**src/rtl/fetch_addr_sequencer.sv**
```systemverilog
// Instruction-fetch address sequencer: issues word-aligned requests on the
// req/gnt/rvalid bus under prefetch-FIFO credit control and tags responses.
module fetch_addr_sequencer #(
  parameter int unsigned           ADDR_W          = 32,
  parameter logic [ADDR_W-1:0]     BOOT_ADDR       = 32'h0010_0080,
  parameter int unsigned           MAX_OUTSTANDING = 2,
  parameter int unsigned           FIFO_DEPTH      = 4
) (
  input  logic              clk_i,
  input  logic              rst_i,
  input  logic              req_i,
  input  logic              branch_i,
  input  logic [ADDR_W-1:0] branch_addr_i,
  output logic              instr_req_o,
  output logic [ADDR_W-1:0] instr_addr_o,
  input  logic              instr_gnt_i,
  input  logic              instr_rvalid_i,
  input  logic              instr_err_i,
  output logic              fifo_push_o,
  output logic [ADDR_W-1:0] fifo_addr_o,
  output logic              fifo_err_o,
  output logic              fifo_clear_o,
  input  logic              fifo_pop_i,
  output logic              busy_o
);

  localparam int unsigned CNT_W = $clog2(FIFO_DEPTH + MAX_OUTSTANDING + 2);
  localparam logic [ADDR_W-1:0] ALIGN_MASK   = ~(ADDR_W'(3));
  localparam logic [ADDR_W-1:0] BOOT_ALIGNED = BOOT_ADDR & ALIGN_MASK;
  localparam logic [CNT_W-1:0]  MAX_C        = CNT_W'(MAX_OUTSTANDING);
  localparam logic [CNT_W:0]    DEPTH_C      = (CNT_W + 1)'(FIFO_DEPTH);

  typedef enum logic [1:0] {IDLE, RUN, WAIT_GNT, ERR} state_e;

  state_e             state, state_next;
  logic [ADDR_W-1:0]  pc, pc_next;
  logic [ADDR_W-1:0]  rsp_addr;
  logic [ADDR_W-1:0]  pend_addr, pend_addr_next;
  logic               pend_valid, pend_valid_next;
  logic               err_pend, err_pend_next;
  logic [CNT_W-1:0]   outstanding, occ, discard;
  logic [CNT_W:0]     credit_sum;
  logic [ADDR_W-1:0]  target;
  logic               can_req, fire, rv, drop, push, pop, late_discard;

  assign target     = branch_addr_i & ALIGN_MASK;
  assign credit_sum = {1'b0, outstanding} + {1'b0, occ};
  assign can_req    = (outstanding < MAX_C) && (credit_sum < DEPTH_C);
  assign fire       = instr_req_o & instr_gnt_i;
  // rvalid with nothing outstanding is a leftover from before reset
  assign rv         = instr_rvalid_i & (outstanding != '0);
  assign drop       = rv & (branch_i | (discard != '0));
  assign push       = rv & ~drop;
  assign pop        = fifo_pop_i & ~branch_i & (occ != '0);

  assign instr_addr_o = pc & ALIGN_MASK;
  assign fifo_push_o  = push;
  assign fifo_addr_o  = rsp_addr;
  assign fifo_err_o   = push & instr_err_i;
  assign fifo_clear_o = branch_i;
  assign busy_o       = (outstanding != '0) || (state != IDLE);

  always_comb begin
    state_next      = state;
    pc_next         = pc;
    instr_req_o     = 1'b0;
    late_discard    = 1'b0;
    pend_valid_next = pend_valid;
    pend_addr_next  = pend_addr;
    err_pend_next   = err_pend | (push & instr_err_i);
    case (state)
      IDLE: begin
        if (branch_i) pc_next = target;
        if (req_i) state_next = RUN;
      end
      RUN: begin
        instr_req_o = can_req & req_i & ~branch_i;
        if (branch_i) begin
          pc_next    = target;
          state_next = req_i ? RUN : IDLE;
        end else if (!req_i) begin
          state_next = IDLE;
        end else if (instr_req_o && !instr_gnt_i) begin
          state_next = WAIT_GNT;
        end else if (instr_req_o) begin
          pc_next = pc + ADDR_W'(4);
        end
      end
      WAIT_GNT: begin
        instr_req_o = 1'b1;
        if (instr_gnt_i) begin
          state_next      = RUN;
          pend_valid_next = 1'b0;
          if (branch_i) begin
            pc_next = target;
          end else if (pend_valid) begin
            // held request belongs to the pre-branch stream: drop its response
            pc_next      = pend_addr;
            late_discard = 1'b1;
          end else begin
            pc_next = pc + ADDR_W'(4);
          end
        end else if (branch_i) begin
          pend_valid_next = 1'b1;
          pend_addr_next  = target;
        end
      end
      ERR: begin
        if (branch_i) begin
          pc_next    = target;
          state_next = req_i ? RUN : IDLE;
        end
      end
      default: state_next = IDLE;
    endcase
    if (branch_i) err_pend_next = 1'b0;
    // an error seen during a held request takes effect once the grant lands
    if (err_pend_next && !(state == WAIT_GNT && !instr_gnt_i)) begin
      state_next    = ERR;
      err_pend_next = 1'b0;
    end
  end

  always_ff @(posedge clk_i or posedge rst_i) begin
    if (rst_i) begin
      state       <= IDLE;
      pc          <= BOOT_ALIGNED;
      rsp_addr    <= BOOT_ALIGNED;
      pend_addr   <= '0;
      pend_valid  <= 1'b0;
      err_pend    <= 1'b0;
      outstanding <= '0;
      occ         <= '0;
      discard     <= '0;
    end else begin
      state       <= state_next;
      pc          <= pc_next;
      pend_addr   <= pend_addr_next;
      pend_valid  <= pend_valid_next;
      err_pend    <= err_pend_next;
      outstanding <= outstanding + CNT_W'(fire) - CNT_W'(rv);
      if (branch_i) begin
        rsp_addr <= target;
        occ      <= '0;
        discard  <= outstanding + CNT_W'(fire) - CNT_W'(rv);
      end else begin
        if (push) rsp_addr <= rsp_addr + ADDR_W'(4);
        occ     <= occ + CNT_W'(push) - CNT_W'(pop);
        discard <= discard - CNT_W'(rv & (discard != '0)) + CNT_W'(late_discard);
      end
    end
  end

endmodule
```
**config.mk**
```make
export PLATFORM = sky130hd
export DESIGN_NAME = fetch_addr_sequencer
export DESIGN_NICKNAME = d
export VERILOG_FILES = /design/src/rtl/fetch_addr_sequencer.sv
export SDC_FILE = /design/constraint.sdc
export NUM_CORES = 1
export LEC_CHECK = 0
export ABC_AREA = 1
export CORE_MARGIN = 2
export CORE_UTILIZATION = 25
export CTS_CLUSTER_DIAMETER = 40
export DETAILED_ROUTE_END_ITERATION = 16
export PLACE_DENSITY = 0.4
export SYNTH_ARGS = -nofsm -noshare
export SYNTH_HDL_FRONTEND = slang
export SYNTH_SLANG_ARGS = --single-unit
```
**constraint.sdc**
```tcl
create_clock -name clk_i -period 4 [get_ports clk_i]
set_clock_uncertainty 0.1 [all_clocks]
set_input_delay 0.6 -clock clk_i [delete_from_list [all_inputs] [get_ports clk_i]]
set_output_delay 0.6 -clock clk_i [all_outputs]
set_load 0.02 [all_outputs]
```
==> run metrics <==
worst reg-to-reg setup slack 1.23 ns; number of antenna violations at the first check in global routing 0; number of buffers added on ports 102; vertical extent of the die 176 microns; share of the clock period used by the worst path after layout 74.0%; worst relative slew slack 56.7%; TritonCTS clock tree yes; nets@finish 1211; global-route wire length before repair 43400 microns; aggregate negative setup slack 0 ns; reg-to-reg startpoint outstanding[2]$_DFF_PP0_; fraction of the core area covered by cells at the end of the flow 30.8%; post-synthesis cell type with the largest combined area dfrtp_1; final worst-path setup slack 1.04 ns; Global Route Usage Sum 18.5%; via count of the first global-routing pass 7136; biggest area contributors in the synthesized netlist dfrtp_1, nand2_1, nand3_1; Top FF cell, synth dfrtp_1; placer congestion estimate 0.816; CTS resizes 0; Initial DRT Pass Iterations 7; maximum count of clock buffers along a single path 2; count of flip-flops with a built-in enable after synthesis 0; ANT cells 0; Syn. warnings 0; average via count per standard cell 4.76; status finished, final reports clean; fraction of layout instances using a drive strength above 1 7.86%; Cell Rows 63; Worst setup endpoint instr_req_o; signal arrival time at the worst endpoint 2.26 ns; starting density of the core 25.2%; Clock Pin Slew Worst Setup and Hold Paths 0.08 ns; total standard cell area after synthesis 7430 sq um; cell-by-cell trace of the critical path ha_1 > nor3_4 > nand3_1 > a21oi_1 > clkdlybuf4s50_1; clk root buf clkbuf_16; Area Overhead vs Synth 22.1%; buffering stage count on the worst path with inverters included 1; shortest clock period the worst path allows after layout 2.96 ns; worst hold slack across all endpoints 0.413 ns; pin count of the biggest net entering global routing 53; Synth top area share 33.4%; global-route congestion overflow total 0; cell with the largest stage delay on the worst path clkdlybuf4s50_1; RSZ-0062 raised after global routing false; number of max-capacitance violations reported 0; number of buffers added for setup after CTS 0; launching element type of the critical path register; floorplan die area 31100 sq um; post-synthesis cell type count 50; post-synthesis register bit count 103; maximum VDD drop 0.280 mV; final routed wire length divided by cell count 18.3 microns; DRC 0; Routed WL 28300 microns; Antenna Nets Post-Route 0; area of the core 29500 sq um; setup slack at placement 0.836 ns; critical setup path kind reg -> out; total power density per cell area 669 nW/um^2; Critical Path Source outstanding[2]$_DFF_PP0_; final HPWL from detailed placement 20700 microns; CP Depth 5; cell count of the worst hold path 2; highest net fanout along the worst path 4; quantity of hold-fixing buffers added after cts 0; H-tree depth 3; total power 6.07 mW; Worst Path Required 3.30 ns; routed vias 7372; Worst Max-Slew Pin Slew 0.649 ns; total clock buffers created by CTS 9; DRC violation total after the first TritonRoute iteration 466; I/O pin count 109; max-slew violations 0; worst-skew pair later-pin latency 0.37 ns; hold violation count in the final report 0; clk sinks 103; type of the most critical hold path reg -> reg; P_leak 4.13 nW; proportion of synthesized chip area in sequential cells 34.8%; kind of cell adding the most delay to the critical path buffers and inverters; worst flop-to-flop path endpoint discard[2]$_DFF_PP0_; setup violation total in the final timing report 0; Avg Synthesized Cell Area 6.94 sq um; cells after synthesis 1070; async set-or-reset flop fraction in the synthesized netlist 100%; achievable clock frequency 338 MHz; longest individual stage delay on the worst path 0.64 ns; sort of element at the end of the critical path output port; Die Span X 176 microns; worst reg-to-reg path cell count 13
-- registers in the layout (all words and copies together) (netlist names) --
register and flops:
pend_valid 1, outstanding 3, pc 30, occ 3, pend_addr 30, err_pend 1, state 2, discard 3
fifo_addr_o 30
-- area by class of cell --
| cell class | instances | area, sq um |
|---|---|---|
| tap | 390 | 488 |
| fill | 3274 | 20400 |
| inverter | 116 | 443 |
| clock buffer | 12 | 246 |
| multi-input combinational | 805 | 4130 |
| sequential | 103 | 2580 |
| timing repair buffer | 118 | 1140 |
| clock inverter | 4 | 45.0 |
-- tightest hold or removal path: stages (launching register included) --
cell     delay [ns]
dfrtp_1        0.34
o21ai_0        0.07
o21ai_0        0.07
-- metrics by stage --
step	std cells	cell area [sq um]
final	1548	9070
after global routing	1548	9070
after CTS	1548	9070
after detailed placement	1532	8780
after global placement	1532	8780
after floorplan	1073	7440
-- logic make-up after synthesis --
logic type / synth area share (%)
xor+xnor: 3.50
fa+ha+maj: 3.34
flops: 34.8
other cells: 0.0505
simple gates: 34.0
compound gates: 14.6
buf+inv: 9.79
-- cell usage after synthesis, types with 10 or more instances --
cell        n
nand2_1   362
inv_1     104
dfrtp_1    99
nand3_1    86
o21ai_0    60
nor2_1     51
a21oi_1    44
o22ai_1    23
clkbuf_1   18
xor2_1     17
o211ai_1   16
ha_1       15
buf_2      13
nand2_2    13
nor3_1     13
a31oi_1    11
nand4_1    10
-- cells in the final DEF, fill, tap and decap left out, types with 14 or more instances in the layout --
master,n
nor2_1,51
o22ai_1,23
o21ai_0,60
ha_1,14
clkdlybuf4s50_1,101
a21oi_1,44
xor2_1,17
inv_1,103
nand2_1,362
buf_4,16
dfrtp_1,99
nand3_1,86
o211ai_1,16
-- per-layer routing --
metal  wire (microns)  track usage [%]  vias up
met3             1050             2.35       24
met1            13300             25.3     3540
met5                0                0        -
li1                 -                -     3651
met4              491             4.72        0
met2            13500             31.0      157
-- power by group --
part           switching (mW)  total, mW  internal, mW  leakage, nW
clock network           0.434      0.936         0.502        0.146
logic                    1.94       3.15          1.21         2.72
registers               0.508       1.98          1.47         1.26
-- worst min-delay path by stage --
stage	startpoint	to	slack, ns
6_report	pend_addr[9]$_DFFE_PP0P_	pend_addr[9]$_DFFE_PP0P_	0.41
4_1_cts	pend_addr[12]$_DFFE_PP0P_	pend_addr[12]$_DFFE_PP0P_	0.41
3_5_place_dp	pend_addr[12]$_DFFE_PP0P_	pend_addr[12]$_DFFE_PP0P_	0.40
3_3_place_gp	pend_addr[9]$_DFFE_PP0P_	pend_addr[9]$_DFFE_PP0P_	0.39
2_1_floorplan	pend_addr[10]$_DFFE_PP0P_	pend_addr[10]$_DFFE_PP0P_	0.37
5_1_grt	pend_addr[10]$_DFFE_PP0P_	pend_addr[10]$_DFFE_PP0P_	0.44
Power figures use the tool's default switching activity.
